## src/rtl/demux32_1to5_buffered_pkg.sv

```systemverilog
// Shared widths, channel count and select helpers for the 1-to-5 word demux.
// Latency: n/a (definitions only). Backpressure: n/a.
// Select codes above SEL_MAX name no channel and are treated as drops.
package demux32_1to5_buffered_pkg;

    localparam int WIDTH   = 32;
    localparam int NUM_OUT = 5;
    localparam int SEL_W   = 3;
    localparam int CNT_W   = 8;

    localparam logic [SEL_W-1:0] SEL_MAX = 3'd4;

    typedef logic [WIDTH-1:0] word_t;
    typedef logic [SEL_W-1:0] sel_t;
    typedef logic [CNT_W-1:0] cnt_t;

    function automatic logic sel_valid(sel_t sel);
        return sel <= SEL_MAX;
    endfunction

endpackage

```

## src/rtl/demux32_1to5_buffered_if.sv

```systemverilog
// Producer-side and consumer-side signals of the word demux, bundled together.
// Latency: n/a (wiring only). Backpressure: in_ready / out_ready carried here.
// master = surrounding logic (producer + consumers), slave = the demux itself.
interface demux32_1to5_buffered_if;
    import demux32_1to5_buffered_pkg::*;

    word_t                      in_data;
    sel_t                       in_sel;
    logic                       in_valid;
    logic                       in_ready;
    logic [NUM_OUT*WIDTH-1:0]   out_data;
    logic [NUM_OUT-1:0]         out_valid;
    logic [NUM_OUT-1:0]         out_ready;
    logic                       sel_err;
    cnt_t                       drop_cnt;

    modport master (
        output in_data, in_sel, in_valid, out_ready,
        input  in_ready, out_data, out_valid, sel_err, drop_cnt
    );

    modport slave (
        input  in_data, in_sel, in_valid, out_ready,
        output in_ready, out_data, out_valid, sel_err, drop_cnt
    );
endinterface

```

## src/rtl/demux32_1to5_buffered_out_slot.sv

```systemverilog
// One-entry output register slice for a single demux channel.
// Latency: 1 cycle from fill to valid. Backpressure: holds data while ~ready_i.
// The caller only fills when the slot is empty or draining this same cycle.
module demux32_1to5_buffered_out_slot
    import demux32_1to5_buffered_pkg::*;
(
    input  logic  clk,
    input  logic  rst_n,
    input  logic  fill_i,
    input  word_t data_i,
    input  logic  ready_i,
    output logic  valid_o,
    output word_t data_o
);

    logic  valid_q, valid_d;
    word_t data_q,  data_d;

    // A fill wins over a drain, so drain+fill keeps valid high with no bubble.
    always_comb begin
        valid_d = fill_i | (valid_q & ~ready_i);
        data_d  = fill_i ? data_i : data_q;
    end

    always_ff @(posedge clk or negedge rst_n) begin
        if (!rst_n) begin
            valid_q <= 1'b0;
            data_q  <= '0;
        end else begin
            valid_q <= valid_d;
            data_q  <= data_d;
        end
    end

    assign valid_o = valid_q;
    assign data_o  = data_q;

endmodule

```

## src/rtl/demux32_1to5_buffered.sv

```systemverilog
// Routes one word per cycle to one of five buffered channels chosen by in_sel.
// Latency: 1 cycle. Backpressure: in_ready drops only when the selected channel is stalled.
// Invalid selects are always accepted, discarded, flagged and counted.
module demux32_1to5_buffered
    import demux32_1to5_buffered_pkg::*;
(
    input  logic                    clk,
    input  logic                    rst_n,
    demux32_1to5_buffered_if.slave  bus
);

    logic [NUM_OUT-1:0] valid;
    logic [NUM_OUT-1:0] fill;
    logic               in_ready;
    logic               accept;
    logic               drop;
    logic               sel_err_q, sel_err_d;
    cnt_t               drop_cnt_q, drop_cnt_d;

    // Ready is a function of the select and downstream ready only, never in_valid.
    always_comb begin
        in_ready = 1'b1;
        for (int i = 0; i < NUM_OUT; i++) begin
            if (bus.in_sel == SEL_W'(i)) begin
                in_ready = ~valid[i] | bus.out_ready[i];
            end
        end
    end

    assign accept = bus.in_valid & in_ready;
    assign drop   = accept & ~sel_valid(bus.in_sel);

    genvar g;
    generate
        for (g = 0; g < NUM_OUT; g++) begin : g_slot
            assign fill[g] = accept & (bus.in_sel == SEL_W'(g));

            demux32_1to5_buffered_out_slot u_slot (
                .clk     (clk),
                .rst_n   (rst_n),
                .fill_i  (fill[g]),
                .data_i  (bus.in_data),
                .ready_i (bus.out_ready[g]),
                .valid_o (valid[g]),
                .data_o  (bus.out_data[g*WIDTH +: WIDTH])
            );
        end
    endgenerate

    always_comb begin
        sel_err_d  = drop;
        drop_cnt_d = drop_cnt_q;
        if (drop && (drop_cnt_q != '1)) begin
            drop_cnt_d = drop_cnt_q + 1'b1;
        end
    end

    always_ff @(posedge clk or negedge rst_n) begin
        if (!rst_n) begin
            sel_err_q  <= 1'b0;
            drop_cnt_q <= '0;
        end else begin
            sel_err_q  <= sel_err_d;
            drop_cnt_q <= drop_cnt_d;
        end
    end

    assign bus.in_ready  = in_ready;
    assign bus.out_valid = valid;
    assign bus.sel_err   = sel_err_q;
    assign bus.drop_cnt  = drop_cnt_q;

endmodule

```

## src/flat_wrapper.sv

```systemverilog
// flat-port wrapper written by rule: the top's interface ports become plain ports
module demux32_1to5_buffered_flat import demux32_1to5_buffered_pkg::*;
  (clk, rst_n, bus_in_data, bus_in_sel, bus_in_valid, bus_out_ready, bus_in_ready, bus_out_data, bus_out_valid, bus_sel_err, bus_drop_cnt);
  demux32_1to5_buffered_if bus_i ();
  input  logic clk;
  input  logic rst_n;
  input wire logic [$bits(bus_i.in_data)-1:0] bus_in_data;
  input wire logic [$bits(bus_i.in_sel)-1:0] bus_in_sel;
  input wire logic [$bits(bus_i.in_valid)-1:0] bus_in_valid;
  input wire logic [$bits(bus_i.out_ready)-1:0] bus_out_ready;
  output wire logic [$bits(bus_i.in_ready)-1:0] bus_in_ready;
  output wire logic [$bits(bus_i.out_data)-1:0] bus_out_data;
  output wire logic [$bits(bus_i.out_valid)-1:0] bus_out_valid;
  output wire logic [$bits(bus_i.sel_err)-1:0] bus_sel_err;
  output wire logic [$bits(bus_i.drop_cnt)-1:0] bus_drop_cnt;
  assign bus_i.in_data = bus_in_data;
  assign bus_i.in_sel = bus_in_sel;
  assign bus_i.in_valid = bus_in_valid;
  assign bus_i.out_ready = bus_out_ready;
  assign bus_in_ready = bus_i.in_ready;
  assign bus_out_data = bus_i.out_data;
  assign bus_out_valid = bus_i.out_valid;
  assign bus_sel_err = bus_i.sel_err;
  assign bus_drop_cnt = bus_i.drop_cnt;
  demux32_1to5_buffered u_core (.clk(clk), .rst_n(rst_n), .bus(bus_i));
endmodule
```

## config.mk

```make
export PLATFORM = sky130hd
export DESIGN_NAME = demux32_1to5_buffered_flat
export DESIGN_NICKNAME = d
export VERILOG_FILES = /design/src/rtl/demux32_1to5_buffered_pkg.sv /design/src/rtl/demux32_1to5_buffered_if.sv /design/src/rtl/demux32_1to5_buffered_out_slot.sv /design/src/rtl/demux32_1to5_buffered.sv /design/src/flat_wrapper.sv
export SDC_FILE = /design/constraint.sdc
export NUM_CORES = 1
export LEC_CHECK = 0
export BUFFER_PORTS_ARGS = -buffer_cell sky130_fd_sc_hd__buf_2
export CAP_MARGIN = 20
export CORE_MARGIN = 2
export CORE_UTILIZATION = 24
export DETAILED_ROUTE_END_ITERATION = 16
export SYNTH_ARGS = -nofsm -noshare
export SYNTH_HDL_FRONTEND = slang
export SYNTH_SLANG_ARGS = --single-unit
```

## constraint.sdc

```tcl
create_clock -name clk -period 2.33 [get_ports clk]
set_clock_uncertainty 0.05 [all_clocks]
set_input_delay 0.3495 -clock clk [delete_from_list [all_inputs] [get_ports clk]]
set_output_delay 0.3495 -clock clk [all_outputs]
set_load 0.01 [all_outputs]
```

==> reports/metrics.cfg <==
[status]
outcome = finished, final reports clean

[power_and_ir_drop]
swShare_pct = 29.5
pwr-share-seq_pct = 45.7
switchingPower_mw = 2.62
clkPwrFrac_pct = 31.4
power_density_nw_per_um2 = 998
peakVddDrop_mv = 0.381
combinationalPowerShare_pct = 22.9
power.internal_mw = 6.28
p_leak_nw = 4.36

[sta]
min_period_ns = 2.13
relSlewSlack_pct = 66.5
worst_slack_ns = 0.195
timing.fmax_ghz = 0.468
hold_viol = 0
fin_setup_tns_ns = 0
rsz0062_at_grt = no
maxSlewViolCount = 0
setup_viol_count_final = 0
worst_pin_slew_ns = 0.502
fin_crit_sh_pct = 91.6

[synthesis]
yosys.area.top_type = dfrtp_1
synthesis.nets = 451
synth.most_common_cell = dfrtp_1
synth_cells = 407
yosysSeqAreaShare_pct = 64.4
synth_seq_cells = 174
syn_area_per_cell_um2 = 16.6
synthTopCellsByArea = dfrtp_1 (64%), mux2_2 (21%), mux2_4 (6.4%), mux2_1 (1.3%), buf_2 (1.0%)
ys_types = 27
synth_area_um2 = 6760
synth_edf_count = 0
async_reset_ff_share_pct = 100
synth.top_cells.by_count = dfrtp_1 (174), mux2_2 (124), mux2_4 (29)
synth_ff_type = dfrtp_1
yosys_warnings = 0
synth_top_area_share_pct = 64.4

[clock_network]
cts.sinks = 174
cts_tree = done
cts_made_buffers = 17
worstSkewPairLatency_ns = 0.42
post_cts_resized = 0
root_buffer = clkbuf_16
clock_path_buffers = 2
post-cts-setup-buffers = 0
clk_pin_slew_ns = 0.07
htree_levels = 4

[layout]
syn_to_final_growth_pct = 31.8
drive_gt1_share_pct = 65.7
nets = 679
final_core_util_pct = 32.1
n_antenna_cell = 0
instances_no_fill = 1026
fillers = 2800

[detailed_routing]
wire_per_inst_um = 16.5
route.antenna.remaining_nets = 0
num_vias = 4178
drt_iter0_drc = 188
drt-total-wl_mm = 16.9
met2_length_mm = 7.95
drc = 0
drt_first_pass_iters = 4
wl_met3_mm = 1.12
via_per_inst = 4.07
highest_layer = met4
wl_met1_mm = 7.70

[global_routing]
overflow = 0
grt_util_all_layers_pct = 11.7
grt_max_degree = 53
grt_pass1_vias = 4274
antenna_found_initial = 0
grt_first_pass_wirelength_mm = 26.0

[die]
die_area_um2 = 29500
io_pins = 218
fp.dieW_um = 172
rows = 61
core_um2 = 27800
initial_core_util_pct = 24.3
die_h_um = 172

[worst_setup_path]
crit_path_start_kind = register
crit_slowest_cell = mux4_2
critical_path.max_fanout = 3
r2r-start = u_core.g_slot[3].u_slot.valid_o
cp_top_family = multiplexers
crit_required_ns = 1.93
slowest_delay_ns = 0.47
worst-path-buf-inv = 1
arrival_ns = 1.74
r2r_slack_ns = 0.52
crit_path_end_kind = output pin
path_cells = nand2b_1 -> mux4_2 -> nor2_1 -> a21oi_1 -> buf_2
reg2reg_to = u_core.g_slot[3].u_slot.data_o[8]
r2r_cells = 5
critPathKind = reg -> out

[hold_path]
hold_class = in -> reg
min_path_cells = 2
min_to = u_core.g_slot[0].u_slot.data_o[2]
worstHoldStart = bus_in_data[2]

[placed_design]
dp_slack_ns = 0.442
portBuffers = 217
place_congestion = 0.720
dp_hpwl_mm = 12.1
dpl.cell_count = 993

[flow_run]
timing.max_cap.violations = 0

[metal layers]
metal,GRT usage [%],vias to the layer above
li1,-,1888
met1,15.5,2145
met2,18.6,137
met3,3.23,8
met4,3.40,0
met5,0,-
[state kept, by name (all words and copies together) (netlist names)]
register,flops
u_core.g_slot.u_slot.data_o,160
u_core.g_slot.u_slot.valid_o,5
u_core.bus.sel_err,1
u_core.bus.drop_cnt,8
[per-stage QoR]
stage | instance area, µm² | hold WS, ns | power (mW)
after global placement | 8330 | 0.298 | 6.15
after global routing | 8910 | 0.149 | 9.44
after detailed placement | 8330 | 0.290 | 6.20
final | 8910 | 0.165 | 8.90
after CTS | 8910 | 0.143 | 9.07
after floorplan | 6760 | 0.00391 | 5.15
[logic make-up (layout without fill, tap and decap cells)]
logic type / after synthesis / count (layout) / share of synthesized area (%)
buffers and inverters: 24 / 265 / 2.26
AOI/OAI and AO/OA: 3 / 3 / 0.351
DFF: 174 / 174 / 64.4
muxes: 162 / 162 / 28.8
and+or+nand+nor: 36 / 36 / 3.16
adders and majority gates: 1 / 1 / 0.185
xor gates and xnor gates: 7 / 7 / 0.907
[how the worst max path moves through the flow]
stage | startpoint | cells after the start | slack [ns] | to
3_5_place_dp | bus_in_sel[1] | 5 | 0.44 | u_core.g_slot[3].u_slot.data_o[8]
5_1_grt | u_core.g_slot[2].u_slot.valid_o | 5 | 0.08 | bus_in_ready
2_1_floorplan | bus_in_sel[2] | 4 | 0.66 | u_core.g_slot[0].u_slot.data_o[10]
6_report | u_core.g_slot[2].u_slot.valid_o | 5 | 0.20 | bus_in_ready
4_1_cts | u_core.g_slot[2].u_slot.valid_o | 5 | 0.17 | bus_in_ready
3_3_place_gp | bus_in_sel[1] | 5 | 0.44 | u_core.g_slot[3].u_slot.data_o[3]
[layout make-up]
type | count | area [µm²] | share of cell area, %
timing repair buffer | 232 | 1240 | 14.0
inverter | 1 | 3.75 | 0.0421
multi-input combinational | 209 | 2270 | 25.4
tap | 378 | 473 | 5.31
sequential | 174 | 4350 | 48.8
clock buffer | 18 | 439 | 4.93
clock inverter | 14 | 133 | 1.49
[power by group through the flow]
stage	clock, mW	sequential (mW)	combinational [mW]
after floorplan	0	4.42	0.735
after global placement	0	4.11	2.04
after detailed placement	0	4.12	2.08
after CTS	2.92	4.07	2.08
after global routing	3.05	4.15	2.24
final	2.80	4.06	2.04
[worst reg2reg max path, cell delays in order (launching register included)]
cell and delay (ns):
dfrtp_1 0.39, nand2b_1 0.12, nand2_1 0.06, or3_2 0.43, buf_4 0.27, mux2_4 0.38
[cell usage in the layout, fill, tap and decap left out, drive strengths merged, types with 4 or more instances in the layout]
cell	Yosys	layout
nand3	4	4
mux2	161	161
nand2b	6	6
nand2	8	8
dfrtp	174	174
inv	1	7
xor2	6	6
buf	23	231
nor2	6	6
clkinv	0	6
clkbuf	0	18
[what timing repair did]
| item | in CTS | in global routing |
|---|---|---|
| setup endpoints to repair | 0 | 0 |
| hold buffers | 1 | 0 |
| hold endpoints to repair | 48 | 0 |
(Power assumes the default switching activity.)
